===== config.mk =====
export PLATFORM = sky130hd
export DESIGN_NAME = arq_tx_scheduler
export DESIGN_NICKNAME = d
export VERILOG_FILES = /design/src/rtl/arq_tx_scheduler.sv
export SDC_FILE = /design/constraint.sdc
export NUM_CORES = 1
export LEC_CHECK = 0
export ABC_AREA = 1
export CORE_MARGIN = 2
export CORE_UTILIZATION = 40
export DETAILED_ROUTE_END_ITERATION = 16
export GPL_TIMING_DRIVEN = 0
export PLACE_DENSITY = 0.67
export SLEW_MARGIN = 15
export SYNTH_ARGS = -nofsm -noshare
export SYNTH_HDL_FRONTEND = slang
export SYNTH_SLANG_ARGS = --single-unit

===== constraint.sdc =====
create_clock -name clk -period 1.7 [get_ports clk]
set_clock_uncertainty 0.05 [all_clocks]
set_input_delay 0.34 -clock clk [delete_from_list [all_inputs] [get_ports clk]]
set_output_delay 0.34 -clock clk [all_outputs]
set_load 0.005 [all_outputs]

===== src/rtl/arq_tx_scheduler.sv =====
// Stop-and-wait ARQ transmit sequencer: FIFO pop -> send with alternating seq -> await ack/nack/timeout.
// Latency: tx_valid rises 3 cycles after IDLE sees enable && !fifo_empty; outputs are registered or Moore.
// Backpressure: SEND holds tx_valid/tx_data until tx_ready; the response timer only runs in WAIT.
module arq_tx_scheduler #(
    parameter int DATA_WIDTH = 4,
    parameter int MAX_RETRY  = 3,
    parameter int TIMEOUT    = 15,
    parameter int CNT_WIDTH  = 8
) (
    input  logic                  clk,
    input  logic                  rst,
    input  logic                  enable,
    input  logic                  fifo_empty,
    output logic                  fifo_rd_en,
    input  logic [DATA_WIDTH-1:0] fifo_rd_data,
    output logic                  tx_valid,
    output logic [DATA_WIDTH-1:0] tx_data,
    output logic                  tx_seq,
    input  logic                  tx_ready,
    input  logic                  ack,
    input  logic                  nack,
    input  logic                  rsp_seq,
    output logic                  retx,
    output logic                  frame_done,
    output logic                  frame_drop,
    output logic [CNT_WIDTH-1:0]  ok_cnt,
    output logic [CNT_WIDTH-1:0]  drop_cnt,
    output logic                  busy,
    output logic [2:0]            state
);

    localparam int TW = $clog2(TIMEOUT + 1);
    localparam int RW = (MAX_RETRY > 0) ? $clog2(MAX_RETRY + 1) : 1;
    localparam logic [TW-1:0] TMO_LAST = TW'(TIMEOUT - 1);
    localparam logic [RW-1:0] RETRY_LAST = RW'(MAX_RETRY);

    typedef enum logic [2:0] {
        IDLE  = 3'd0,
        FETCH = 3'd1,
        LOAD  = 3'd2,
        SEND  = 3'd3,
        WAIT  = 3'd4
    } state_t;

    state_t                cur, nxt;
    logic [DATA_WIDTH-1:0] frame;
    logic                  seq_q;
    logic [RW-1:0]         retry_cnt;
    logic [TW-1:0]         timer;
    logic                  retry_ev, done_ev, give_up;

    always_ff @(posedge clk) begin
        if (rst) cur <= IDLE;
        else     cur <= nxt;
    end

    // A response always outranks the timeout; nack outranks a simultaneous ack.
    always_comb begin
        nxt      = cur;
        retry_ev = 1'b0;
        done_ev  = 1'b0;
        give_up  = 1'b0;
        unique case (cur)
            IDLE:  if (enable && !fifo_empty) nxt = FETCH;
            FETCH: nxt = LOAD;
            LOAD:  nxt = SEND;
            SEND:  if (tx_ready) nxt = WAIT;
            WAIT: begin
                if (nack || (ack && (rsp_seq != seq_q))) begin
                    retry_ev = 1'b1;
                end else if (ack) begin
                    done_ev = 1'b1;
                    nxt     = IDLE;
                end else if (timer == TMO_LAST) begin
                    retry_ev = 1'b1;
                end
                if (retry_ev) begin
                    give_up = (retry_cnt == RETRY_LAST);
                    nxt     = give_up ? IDLE : SEND;
                end
            end
            default: nxt = IDLE;
        endcase
    end

    always_ff @(posedge clk) begin
        if (rst) begin
            frame      <= '0;
            seq_q      <= 1'b0;
            retry_cnt  <= '0;
            timer      <= '0;
            retx       <= 1'b0;
            frame_done <= 1'b0;
            frame_drop <= 1'b0;
            ok_cnt     <= '0;
            drop_cnt   <= '0;
        end else begin
            frame_done <= done_ev;
            frame_drop <= give_up;
            if (cur == LOAD) begin
                frame     <= fifo_rd_data;
                retry_cnt <= '0;
                retx      <= 1'b0;
            end
            if (cur == SEND && tx_ready) timer <= '0;
            if (cur == WAIT)             timer <= timer + 1'b1;
            if (retry_ev && !give_up) begin
                retry_cnt <= retry_cnt + 1'b1;
                retx      <= 1'b1;
            end
            if (done_ev || give_up) seq_q <= ~seq_q;
            if (done_ev && (ok_cnt != '1))   ok_cnt   <= ok_cnt + 1'b1;
            if (give_up && (drop_cnt != '1)) drop_cnt <= drop_cnt + 1'b1;
        end
    end

    assign fifo_rd_en = (cur == FETCH);
    assign tx_valid   = (cur == SEND);
    assign tx_data    = frame;
    assign tx_seq     = seq_q;
    assign busy       = (cur != IDLE);
    assign state      = cur;

endmodule


* After elaboration in Yosys (flattened, before gate mapping) *
Index checks and enable logic that the tools add are counted.

storage, ports and cells
  memories kept = 0
  latch bits = 0
  memory bits (writable) = 0
  bits in registers = 33
  ROM bits = 0
  word-level logic and storage cells = 66
  input port bits = 12
  output and inout bits = 30

cells by class
  multipliers = 0
  multiplexer cells = 23
  shift operators = 0
  add/subtract/negate cells = 4
  reductions and logical operators = 15
  divide/modulo/power cells = 0
  equal/unequal tests = 13
  bitwise gates (word level) = 1
  magnitude comparators = 0

operators with widths
  kind                                                                   count
  8-bit by 1-bit adder with 8-bit output, second input constant          2
  8-bit != test, second input constant                                   2
  3-bit two-way mux                                                      5
  3-bit case mux with 5 select lines                                     1
  1-bit two-way mux                                                      12
  4-bit two-way mux                                                      2
  3-bit by 2-bit equality test with 1-bit output, second input constant  2
  1-bit logical AND                                                      6
  2-bit two-way mux                                                      3
  3-bit by 2-bit != test with 1-bit output, second input constant        2
  4-bit by 1-bit adder with 4-bit output, second input constant          1
  4-bit equality test, second input constant                             1
  4-bit AND reduction                                                    1
  2-bit nonzero test                                                     2
  3-bit by 1-bit equality test with 1-bit output, second input constant  1
  3-bit equality test, second input constant                             1
  3-bit zero test                                                        1
  3-bit nonzero test                                                     1
  2-bit by 1-bit adder with 2-bit output, second input constant          1
  2-bit equality test, second input constant                             1
  1-bit zero test                                                        2
  1-bit logical OR                                                       2
  2-bit by 1-bit != test with 1-bit output, second input constant        1
  2-bit != test, second input constant                                   1
  2 further kinds                                                        2

* Longest topological paths before layout *
Gate-level depths: netlist (run 1).

  word-level depth = 10
  gate-level depth with buffers = 10
  mapped depth without buffers = 10

* Worst setup path after synthesis (run 1) *
Ideal clock, no wire load.

  kind = reg2reg
  start = register timer[0]
  end = register retry_cnt[0]
  data arrival time = 1.259 ns
  clock period less this slack = 1.427 ns
  stages on the path, launching flop included = 11
  buffers on the path = 0
  setup time = 0.117 ns
  slack = 0.273 ns
  required time = 1.533 ns
  cell sequence = dfxtp_1 -> inv_1 -> ha_1 -> inv_1 -> nor2_1 -> nand2_1 -> nand3_1 -> nand3b_1 -> inv_1 -> o21ai_0 -> nor2_1

between the ends
  cells in the longest elaborated chain, start to end = 10
  elaborated cells between the ends (all ways) = 12
  classes of those cells = eq/ne (1); mux (8); reduce/logical (3)

RTL lines
  element                                                         line  source
  from (decl)                                                     49    logic [TW-1:0] timer;
  from (signal assigned)                                          106   if (cur == WAIT) timer <= timer + 1'b1;
  4-bit equality test (*)                                         74    end else if (timer == TMO_LAST) begin
  1-bit two-way mux (*)                                           74
  1-bit two-way mux (*)                                           71    end else if (ack) begin
  1-bit two-way mux (*)                                           69    if (nack || (ack && (rsp_seq != seq_q))) begin
  1-bit two-way mux (*)                                           63    unique case (cur)
  1-bit two-way mux                                               77    if (retry_ev) begin
  1-bit two-way mux                                               63
  1-bit zero test                                                 107   if (retry_ev && !give_up) begin
  1-bit logical AND (*)                                           107
  2-bit two-way mux / 2-bit nonzero test (equally long branches)  n/a
  to (signal assigned)                                            108   retry_cnt <= retry_cnt + 1'b1;
  to (decl)                                                       48    logic [RW-1:0] retry_cnt;

Mark *: on every way between the ends. The rest lies on a longest branch, timed or not. The select of a mux whose other input is x is not followed.
A chain may end at the register's enable or synchronous reset.

* Final worst setup path (run 1) *
  start = register cur[0], in the netlist state[0]
  end = output tx_valid

between the ends
  cells in the longest elaborated chain, start to end = 1

RTL lines
  element                                         line  source
  from (decl)                                     45    state_t cur, nxt;
  from (signal assigned)                          54    else cur <= nxt;
  3-bit by 2-bit equality test with 1-bit output  118   assign tx_valid = (cur == SEND);
  to (decl)                                       16    output logic tx_valid,

Every way passes these cells.

==> flow_metrics.py, run 1 <==
metrics = {
    "finish": {
        "final_common_cell": "nand2_1",
        "fillers": 379,
        "final_nets": 301,
        "area_growth_pct": 39.8,
        "final_cell_mix": "nand2_1 (55), clkdlybuf4s50_1 (37), nor2_1 (32)",
        "drive_gt1_share_pct": 12.3,
        "antenna_cells": 0,
        "fin_cells": 335,
    },
    "timing": {
        "maxSlewViolCount": 0,
        "tightest_slew_ps": 534,
        "timing.final.crit_share_pct": 95.1,
        "hold-worst-slack_ps": 423,
        "hold_viol_final": 0,
        "fmax_ghz": 0.618,
        "tns_ps": 0,
        "final.min_clock_period_ps": 1620,
        "slew_headroom_pct": 64.4,
        "setup_violations": 0,
        "rsz0062_at_grt": "no",
    },
    "placed_design": {
        "numPortBuffers": 41,
        "dp_hpwl_um": 2570,
        "place_inst": 322,
        "gp_congestion": 0.796,
    },
    "global_route": {
        "grt_pass1_wl_um": 6000,
        "first_global_vias": 1340,
        "globalRouteOverflowTotal": 0,
        "grt_start_max_net_pins": 11,
        "track_usage_pct": 17.2,
        "antenna_found_initial": 0,
    },
    "cts": {
        "cts_buffers": 5,
        "clock_latency_ps": 280,
        "cts_num_sinks": 33,
        "clk_pin_slew_ps": 70,
        "cts_tree": "yes",
        "cts_root_buf": "clkbuf_8",
        "postCtsHoldBufs": 0,
        "htreeDepth": 2,
        "cts_buffer_depth": 2,
    },
    "floorplan": {
        "die_w_um": 68.0,
        "start_util_pct": 41.2,
        "core_um2": 3970,
        "boundaryPins": 42,
        "dieArea_um2": 4620,
        "rows": 23,
        "die_h_um": 68.0,
    },
    "power_and_ir_drop": {
        "totalPowerFinal_mw": 1.71,
        "p_per_area_nw_per_um2": 750,
        "peakVddDrop_v": 0.000478,
        "power.leakage_nw": 0.977,
    },
    "logic_synthesis": {
        "synthMuxAreaShare_pct": 0,
        "ys_ff_latch": 33,
        "synth_xor_area_share_pct": 6.42,
        "synth_compound_area_share_pct": 10.2,
        "synth_fp_nets": 248,
        "synth_top_family_by_area": "simple AND/OR/NAND/NOR gates",
        "synth_area_um2": 1640,
        "synthAdderAreaFrac_pct": 3.82,
        "synth.distinct_cells": 22,
        "yosys_warnings": 0,
        "ys_seq_area_share_pct": 40.4,
        "synthSimpleGateAreaFrac_pct": 31.5,
        "synth.avg_cell_area_um2": 7.08,
        "synthCells": 231,
    },
    "worst_hold_path": {
        "worstHoldPathType": "register to register",
    },
    "drt": {
        "dr.pass1.iters": 4,
        "wl_per_cell_um": 10.7,
        "drcViolationCount": 0,
        "num_vias": 1567,
        "drtIter0Drc": 63,
        "via_per_inst": 4.68,
        "antenna_left": 0,
        "wl_um": 3600,
    },
    "run_status": {
        "outcome": "finished, final reports clean",
    },
    "critical_path": {
        "required_ps": 1310,
        "max_stage_delay_ps": 380,
        "cp_max_fo": 3,
        "path_cells": "inv_2, nor3_2, dlygate4sd2_1",
        "cp.arrival_ps": 1230,
        "cp-end-kind": "output pin",
        "crit_path_start_kind": "register",
        "criticalPathCategory": "register to output pin",
        "cp_slowest_cell": "dfxtp_1",
    },
    "job": {
        "maxCapViolCount": 0,
    },
}
==> path summary, 6_finish.rpt <==
path / from / depth (start not counted) / slack [ps] / to
max reg2reg: timer[0] / 10 / 140 / retry_cnt[0]
max: state[0] / 3 / 80 / tx_valid
min reg2reg: timer[0] / 1 / 420 / timer[0]
min: timer[0] / 1 / 420 / timer[0]
==> critical path, delay by kind of cell, from the launching register on <==
kind / cells / cell delay (ps)
flops: 1 / 380
buf+inv: 2 / 360
simple gates: 1 / 210
==> per-stage QoR <==
stage                     util, %  worst slack [ps]  instance area (um^2)
final                        57.6              82.6                  2290
after global placement       53.1              -307                  2110
after floorplan                 -               273                  1640
after detailed placement     53.1              -316                  2110
after global routing         57.6              3.06                  2290
after CTS                    56.2              3.96                  2230
==> registers in the layout, indices dropped and copies added, names as in the netlist <==
register / flops
timer: 4
state: 3
retry_cnt: 2
tx_seq: 1
frame_done: 1
ok_cnt: 8
drop_cnt: 8
tx_data: 4
frame_drop: 1
retx: 1
==> cells in the mapped netlist <==
cell type / n / area share (%)
nand2_1: 55 / 13
dfxtp_1: 33 / 40
nor2_1: 33 / 7.6
inv_1: 28 / 6.4
a21oi_1: 21 / 6.4
o21ai_0: 11 / 3.4
xor2_1: 11 / 5.9
nand3_1: 8 / 2.4
nor3_1: 6 / 1.8
ha_1: 5 / 3.8
nand4_1: 4 / 1.5
clkbuf_1: 3 / 0.69
nand3_2: 2 / 1.2
nor2_4: 2 / 1.4
or2_2: 2 / 0.76
a21boi_0: 1 / 0.46
clkinv_2: 1 / 0.31
inv_2: 1 / 0.23
nand3_4: 1 / 1.1
nand3b_1: 1 / 0.46
nor3_2: 1 / 0.61
xnor2_1: 1 / 0.54
==> final cells by class <==
cell class / instances / area [um^2] / area share, %
clock buffers: 7 / 96.3 / 4.21
well taps: 50 / 62.6 / 2.74
clock inverters: 1 / 5.00 / 0.219
repair buffers: 46 / 450 / 19.7
inverters: 30 / 114 / 4.98
plain buffers: 3 / 11.3 / 0.492
multi-input cells: 165 / 876 / 38.3
flip-flops and latches: 33 / 672 / 29.4
==> metal layers <==
layer	up-vias	track usage, %	part of all wire [%]
li1	839	-	-
met1	693	23.1	50
met4	0	7.50	0.78
met2	31	26.3	45
met3	4	3.95	4.4
met5	-	0	0
==> power breakdown <==
group / internal (mW) / leakage (nW) / switching (mW) / total [mW]
Combinational: 0.124 / 0.653 / 0.121 / 0.245
Clock: 0.366 / 0.0542 / 0.282 / 0.648
Sequential: 0.802 / 0.270 / 0.0198 / 0.822
==> what timing repair did <==
item,4_1_cts,5_1_grt
pin swaps,2,3
setup endpoints to repair,4,22
gates resized for setup,9,10
cloned,0,0
buffers inserted,1,4
==> logic make-up (layout without fill, tap and decap cells) <==
family / after synthesis / count (layout)
AOI/OAI and AO/OA: 33 / 33
xor gates and xnor gates: 12 / 12
adders and majority gates: 5 / 5
buffers and inverters: 33 / 87
DFF: 33 / 33
and+or+nand+nor: 115 / 115
Note: power is estimated with default switching activity, not from simulation.
==> run 2: changes to the inputs <==
--- a/config.mk
+++ b/config.mk
@@ -6,6 +6,7 @@
 export NUM_CORES = 1
 export LEC_CHECK = 0
 export ABC_AREA = 1
+export CORE_ASPECT_RATIO = 0.8
 export CORE_MARGIN = 2
 export CORE_UTILIZATION = 40
 export DETAILED_ROUTE_END_ITERATION = 16
==> run 2 against run 1 <==
  * Sequential share of layout area decreased by 0.39 points
  * Critical path type unchanged
  * Global-route usage increased by 1.7 points
  * Sequential cell count unchanged
  * Largest power group unchanged
==> flow_metrics.py, run 2 (synthesis results as in run 1) <==
metrics = {
    "global_route": {
        "met2_usage_pct": 28.4,
        "busiest_layer": "met2",
        "globalRouteOverflowTotal": 0,
        "first_global_vias": 1531,
        "use_met3_pct": 5.40,
        "grt_pass1_wl_um": 6600,
        "track_usage_pct": 18.9,
        "grt_start_max_net_pins": 11,
        "met1_usage_pct": 25.6,
        "antenna_found_initial": 0,
    },
    "timing": {
        "slew_headroom_pct": 66.8,
        "fin_ws_ps": 49.0,
        "tightest_slew_ps": 498,
        "fmax_ghz": 0.606,
        "timing.final.crit_share_pct": 97.1,
        "rsz0062_at_grt": "no",
        "hold-worst-slack_ps": 421,
        "maxSlewViolCount": 0,
        "hold_viol_final": 0,
        "setup_violations": 0,
        "tns_ps": 0,
        "final.min_clock_period_ps": 1650,
    },
    "placed_design": {
        "dpl-instance-area_um2": 2120,
        "gp_congestion": 0.779,
        "dp_hpwl_um": 2720,
        "numPortBuffers": 41,
        "dpl_worst_slack_ps": -282,
    },
    "critical_path": {
        "cp_slowest_cell": "clkdlybuf4s50_1",
        "critical-path-top-delay-family": "buffers and inverters",
        "cp_max_fo": 5,
        "cp-end-kind": "output pin",
        "crit_path_start_kind": "register",
        "max_stage_delay_ps": 540,
        "criticalPathCategory": "register to output pin",
        "required_ps": 1310,
        "cp.arrival_ps": 1260,
        "crit_buf_inv": 1,
        "path_cells": "clkdlybuf4s50_1",
        "reg2reg_slack_ps": 140,
    },
    "worst_hold_path": {
        "worstHoldPathType": "register to register",
    },
    "finish": {
        "antenna_cells": 0,
        "top_regs": "drop_cnt (8), ok_cnt (8)",
        "drive_gt1_share_pct": 11.9,
        "design_area_um2": 2300,
        "final_nets": 302,
        "final_cell_mix": "nand2_1 (55), clkdlybuf4s50_1 (38), nor2_1 (32)",
        "fillers": 386,
        "final_common_cell": "nand2_1",
        "area_growth_pct": 40.8,
    },
    "floorplan": {
        "boundaryPins": 42,
        "die_h_um": 61.2,
        "start_util_pct": 42.5,
        "rows": 20,
        "die_w_um": 75.5,
        "core_um2": 3850,
        "dieArea_um2": 4620,
    },
    "cts": {
        "cts_root_buf": "clkbuf_8",
        "cts_tree": "yes",
        "clk_pin_slew_ps": 70,
        "cts_buffers": 5,
        "htreeDepth": 2,
        "cts_num_sinks": 33,
        "cts_buffer_depth": 2,
        "clock_latency_ps": 290,
    },
    "run_status": {
        "outcome": "finished, final reports clean",
    },
    "drt": {
        "antenna_left": 0,
        "drcViolationCount": 0,
        "dr.pass1.iters": 4,
        "wl_um": 3840,
        "num_vias": 1600,
        "wl_per_cell_um": 11.3,
        "drtIter0Drc": 90,
        "via_per_inst": 4.69,
    },
    "power_and_ir_drop": {
        "peakVddDrop_v": 0.000529,
        "totalPowerFinal_mw": 1.73,
        "p_per_area_nw_per_um2": 753,
        "power.leakage_nw": 0.976,
    },
    "job": {
        "maxCapViolCount": 0,
    },
}
run 2: changes by cell type in the layout (fill, tap and decap cells not counted), sizes merged:
cell           previous run  this run
buf                       5         6
clkdlybuf4s50            37        38
dlymetal6s2s              2         1
run 2: stage by stage:
step	utilization [%]	std cells
CTS	58.3	337
detailed placement	54.9	327
global route	59.8	341
floorplan	-	231
finish	59.8	341
global placement	54.9	327
run 2: repair_timing:
item	CTS	global route
setup endpoints to repair	3	22
resized for setup	10	8
gates cloned	0	0
setup buffers	2	4
hold buffers	0	0
pin swaps	0	4
hold endpoints to repair	0	0
run 2: where the power goes:
part	switching, mW	internal [mW]	total [mW]	leakage, nW
Combinational	0.125	0.126	0.252	0.653
Sequential	0.0213	0.803	0.824	0.269
Clock	0.293	0.366	0.659	0.0542
Total	0.440	1.30	1.73	0.976
run 2: path summary, 6_finish.rpt:
path | start | endpoint | depth (start not counted)
max | ok_cnt[5] | ok_cnt[5] | 1
min | timer[0] | timer[0] | 1
max reg2reg | timer[0] | state[0] | 11
min reg2reg | timer[0] | timer[0] | 1
run 2: layer usage:
| metal | vias up | part of all wire [%] |
|---|---|---|
| li1 | 838 | - |
| met1 | 720 | 50 |
| met2 | 36 | 43 |
| met3 | 6 | 5.0 |
| met4 | 0 | 1.5 |
| met5 | - | 0 |
run 2: area by class of cell:
cell class | count | area (um^2) | share of cell area (%)
plain buffers | 3 | 11.3 | 0.489
clock inverters | 1 | 5.00 | 0.217
clock buffers | 7 | 96.3 | 4.18
flip-flops and latches | 33 | 668 | 29.0
multi-input cells | 165 | 886 | 38.4
well taps | 55 | 68.8 | 2.99
inverters | 30 | 114 | 4.94
repair buffers | 47 | 455 | 19.8
